**config.mk**
```make
export PLATFORM = sky130hd
export DESIGN_NAME = fetch_unit
export DESIGN_NICKNAME = d
export VERILOG_FILES = /design/src/rtl/fetch_unit.sv
export SDC_FILE = /design/constraint.sdc
export NUM_CORES = 1
export LEC_CHECK = 0
export CAP_MARGIN = 30
export CORE_ASPECT_RATIO = 0.6
export CORE_MARGIN = 10
export CORE_UTILIZATION = 39
export CTS_CLUSTER_DIAMETER = 40
export CTS_CLUSTER_SIZE = 25
export DETAILED_ROUTE_END_ITERATION = 12
export PLACE_DENSITY = 0.82
export SYNTH_ARGS = -nofsm -noshare
export SYNTH_HDL_FRONTEND = slang
export SYNTH_SLANG_ARGS = --single-unit
```
**constraint.sdc**
```tcl
create_clock -name clk -period 2.8 [get_ports clk]
set_input_delay 0.42 -clock clk [delete_from_list [all_inputs] [get_ports clk]]
set_output_delay 0.42 -clock clk [all_outputs]
set_load 0.05 [all_outputs]
```
**src/rtl/fetch_unit.sv**
```systemverilog
// Instruction fetch stage: owns PC and IR, fetches over a req/valid handshake
// with arbitrary wait states, and resolves the four conditional branch opcodes.
module fetch_unit #(
   parameter int unsigned      PC_W     = 16,
   parameter int unsigned      INSTR_W  = 32,
   parameter logic [PC_W-1:0]  RESET_PC = '0
) (
   input  logic               clk,
   input  logic               rst_f,
   input  logic               fetch_start,
   input  logic               br_update,
   input  logic [3:0]         stat,
   output logic               imem_req,
   output logic [PC_W-1:0]    imem_addr,
   input  logic [INSTR_W-1:0] imem_data,
   input  logic               imem_valid,
   output logic               fetch_done,
   output logic               busy,
   output logic [3:0]         opcode,
   output logic [3:0]         mm,
   output logic [3:0]         rd,
   output logic [3:0]         rs,
   output logic [3:0]         rt,
   output logic [15:0]        imm,
   output logic [PC_W-1:0]    pc,
   output logic               br_taken,
   output logic               br_ignored
);

   localparam logic [3:0] OP_BRA = 4'd4;
   localparam logic [3:0] OP_BRR = 4'd5;
   localparam logic [3:0] OP_BNE = 4'd6;
   localparam logic [3:0] OP_BNR = 4'd7;

   typedef enum logic {
      IDLE = 1'b0,
      REQ  = 1'b1
   } state_t;

   state_t             state;
   logic [INSTR_W-1:0] ir;
   logic               cond;
   logic               br_hit;
   logic [PC_W-1:0]    br_target;

   assign opcode    = ir[31:28];
   assign mm        = ir[27:24];
   assign rd        = ir[23:20];
   assign rs        = ir[19:16];
   assign rt        = ir[15:12];
   assign imm       = ir[15:0];

   // Request and address come straight from state/PC so an async reset drops them at once
   assign imem_req  = (state == REQ);
   assign busy      = (state == REQ);
   assign imem_addr = pc;

   // Branch resolution for the instruction currently held in IR; relative base is the incremented PC
   always_comb begin
      cond      = ((stat & mm) != 4'b0000);
      br_hit    = 1'b0;
      br_target = pc;
      case (opcode)
         OP_BRA: begin br_hit = cond;  br_target = PC_W'(imm); end
         OP_BRR: begin br_hit = cond;  br_target = pc + PC_W'($signed(imm)); end
         OP_BNE: begin br_hit = !cond; br_target = PC_W'(imm); end
         OP_BNR: begin br_hit = !cond; br_target = pc + PC_W'($signed(imm)); end
         default: begin br_hit = 1'b0; br_target = pc; end
      endcase
   end

   always_ff @(posedge clk or negedge rst_f) begin
      if (!rst_f) begin
         state      <= IDLE;
         pc         <= RESET_PC;
         ir         <= '0;
         fetch_done <= 1'b0;
         br_taken   <= 1'b0;
         br_ignored <= 1'b0;
      end else begin
         fetch_done <= 1'b0;
         br_taken   <= 1'b0;
         br_ignored <= 1'b0;
         case (state)
            IDLE: begin
               if (br_update && br_hit) begin
                  pc       <= br_target;
                  br_taken <= 1'b1;
               end
               if (fetch_start) state <= REQ;
            end
            REQ: begin
               if (br_update) br_ignored <= 1'b1;
               if (imem_valid) begin
                  ir         <= imem_data;
                  pc         <= pc + PC_W'(1);
                  fetch_done <= 1'b1;
                  state      <= IDLE;
               end
            end
         endcase
      end
   end

endmodule

```
==> impl_metrics.py <==
metrics = {
    "run_status": {
        "status": "complete, no violations",
    },
    "yosys": {
        "netlist_instances": 414,
        "async_reset_ff_frac": 1.00,
        "synth_top_area_frac": 0.386,
        "muxShareOfSynthArea": 0.0182,
        "synth_nets": 472,
        "yosysMostFrequentCell": "nand2_1",
        "synth_seq_cells": 52,
        "ys_top_cells_by_count": "nand2_1 (127), dfrtp_1 (52), a21oi_1 (29)",
        "avgSynthCellArea_um2": 8.15,
        "yosys.area_share.adder": 0.0653,
        "ys_seq_area_frac": 0.386,
        "synth_edf_count": 0,
        "synthXorXnorAreaFrac": 0.0286,
        "synth_simple_gate_area_frac": 0.245,
        "synth_cell_type_count": 57,
        "synth-compound-area-share": 0.183,
        "ys_top_cells_by_area": "dfrtp_1 (39%), nand2_1 (14%), ha_1 (5.9%)",
        "ys.warnings.count": 0,
        "ys.flop_type": "dfrtp_1",
        "synth_top_family_by_area": "simple AND/OR/NAND/NOR gates",
        "yosys.area.top_type": "dfrtp_1",
        "syn_area_um2": 3370,
    },
    "route": {
        "drt-pass1-iter-count": 5,
        "finalWirelength_mm": 11.0,
        "first_iter_violations": 431,
        "routedWlPerCell_um": 17.7,
        "postRouteAntennaNets": 0,
        "num_vias": 3358,
        "remaining_drc_errors": 0,
        "via_per_inst": 5.39,
    },
    "worst_setup_path": {
        "crit_path_end_kind": "flip-flop",
        "ff2ff_path_depth": 8,
        "r2r_start": "ir[0]$_DFFE_PN0P_",
        "start_kind": "flip-flop",
        "rrSetupSlack_ns": 0.30,
        "critPathRequiredTime_ns": 2.96,
        "r2r_end": "imem_addr[12]$_DFFE_PN0P_",
        "arrival_ns": 2.66,
        "crit_type": "flip-flop to flip-flop",
        "critPathMaxFanout": 4,
    },
    "floorplan": {
        "fp.dieH_um": 92.1,
        "core_um2": 8460,
        "die_w_um": 140,
        "io_pins": 114,
        "start_util": 0.399,
        "rows": 26,
        "die-area_um2": 12900,
    },
    "run": {
        "maxCapViolCount": 0,
    },
    "timing": {
        "maxSlewHeadroom": 0.537,
        "min_period_over_period": 0.892,
        "tightest_slew_ns": 0.688,
        "finalCriticalPeriod_ns": 2.50,
        "finalHoldViolCount": 0,
        "final.setup.worst_slack_ns": 0.304,
        "setup_viol": 0,
        "tns_ns": 0,
        "maxSlewViolCount": 0,
        "max_freq_mhz": 401,
        "grt_setup_unrepaired": "no",
        "fin_skew_ns": 0.00594,
    },
    "clock_network": {
        "ctsHtreeMaxLevel": 2,
        "hold_buffers": 0,
        "cts_tree": "done",
        "cts_root_buf": "clkbuf_16",
        "cts_buffers": 5,
        "clock_latency_ns": 0.30,
        "clk_pin_slew_worst_paths_ns": 0.07,
        "post_cts_resized": 0,
        "cts_setup_buffers": 0,
        "clkSinkCount": 52,
        "clk_path_buf_depth": 2,
    },
    "layout": {
        "syn2layout_area_growth_pct": 38.5,
        "layout-drive-gt1-share": 0.0607,
        "layout.nets": 568,
        "diodes": 0,
        "final_core_util": 0.553,
    },
    "global_route": {
        "grt_pass1_vias": 3370,
        "grt_use_total": 0.169,
        "grt_max_degree": 53,
        "overflow": 0,
        "antenna_found_initial": 0,
        "grt_pass1_wl_mm": 17.9,
    },
    "power_and_ir_drop": {
        "power.leakage_uw": 0.00210,
        "powerDensity_nw_per_um2": 1020,
        "p_total_uw": 4780,
        "ir_drop_mv": 0.429,
    },
    "worst_hold_path": {
        "holdCritPathClass": "input port to asynchronous set/reset pin",
    },
    "placement": {
        "hpwl_mm": 8.47,
        "post-place-ws_ns": 0.322,
        "portBuffers": 113,
        "globalplace.congestion": 0.998,
    },
}
==> area by class of cell <==
class	instances	area, um^2
Clock inverter	3	27.5
Tap cell	112	140
Sequential cell	52	1300
Multi-Input combinational cell	318	1820
Inverter	9	33.8
Timing Repair Buffer	124	1220
Fill cell	772	3780
Clock buffer	5	125
==> power breakdown <==
group          internal [uW]  leakage [uW]  total [uW]  switching, uW
Sequential               922      0.000626        1200            277
Clock                    340     0.0000719         641            301
Combinational           1040       0.00141        2940           1900
==> per-stage QoR <==
step / hold WS (ns) / area [um^2] / instances
after global placement: 0.438 / 4520 / 615
after floorplan: 0.124 / 3370 / 414
after detailed placement: 0.435 / 4520 / 615
final: 0.0909 / 4670 / 623
after CTS: 0.111 / 4670 / 623
after global routing: 0.123 / 4670 / 623
==> worst max-delay path, cell delays in order (launching register included) <==
cell and delay, ns:
dfrtp_1 0.42, ha_1 0.24, fa_1 0.42, a21oi_1 0.22
o21ai_1 0.11, a21oi_1 0.23, o21ai_1 0.14, a2111oi_0 0.51
a211oi_2 0.08
==> placed cells by master (no fill, tap or decap), types with 6 or more instances in the layout <==
master | synthesis | final
nand2_1 | 127 | 127
a21o_1 | 9 | 9
and3_1 | 6 | 6
nand3_1 | 15 | 15
clkdlybuf4s50_1 | 0 | 112
inv_1 | 8 | 8
a21oi_1 | 29 | 29
o21ai_0 | 13 | 13
o21ai_1 | 7 | 7
dfrtp_1 | 52 | 52
ha_1 | 16 | 16
buf_4 | 21 | 10
nor2_1 | 17 | 17
xnor2_1 | 8 | 8
==> per-layer routing <==
| metal | vias to the layer above | wire length [um] | GRT usage |
|---|---|---|---|
| li1 | 1611 | - | - |
| met1 | 1566 | 4870 | 0.223 |
| met2 | 171 | 4440 | 0.236 |
| met3 | 10 | 1580 | 0.0901 |
| met4 | 0 | 99 | 0.0368 |
| met5 | - | 0 | 0 |
==> sequential cells by signal, summed over array words and instances (netlist names) <==
| name | count |
|---|---|
| br_taken | 1 |
| busy | 1 |
| imem_addr | 16 |
| fetch_done | 1 |
| br_ignored | 1 |
| ir | 32 |
==> worst max-delay path by stage <==
stage	slack, ns	depth (start not counted)	endpoint	start
final	0.30	8	imem_addr[12]$_DFFE_PN0P_	ir[0]$_DFFE_PN0P_
after global routing	0.05	6	imem_addr[12]$_DFFE_PN0P_	imem_addr[1]$_DFFE_PN0P_
after CTS	0.31	8	imem_addr[12]$_DFFE_PN0P_	ir[0]$_DFFE_PN0P_
after detailed placement	0.32	8	imem_addr[12]$_DFFE_PN0P_	ir[0]$_DFFE_PN0P_
after global placement	0.42	8	imem_addr[12]$_DFFE_PN0P_	ir[0]$_DFFE_PN0P_
after floorplan	0.20	8	imem_addr[12]$_DFFE_PN0P_	imem_addr[0]$_DFFE_PN0P_
==> kinds of logic (layout without fill, tap and decap cells) <==
| group | after synthesis | count (layout) |
|---|---|---|
| buffers and inverters | 44 | 141 |
| adders and majority gates | 17 | 17 |
| DFF | 52 | 52 |
| muxes | 6 | 6 |
| xor gates and xnor gates | 11 | 11 |
| and+or+nand+nor | 191 | 191 |
| AOI/OAI and AO/OA | 93 | 93 |
Power figures use the tool's default switching activity.
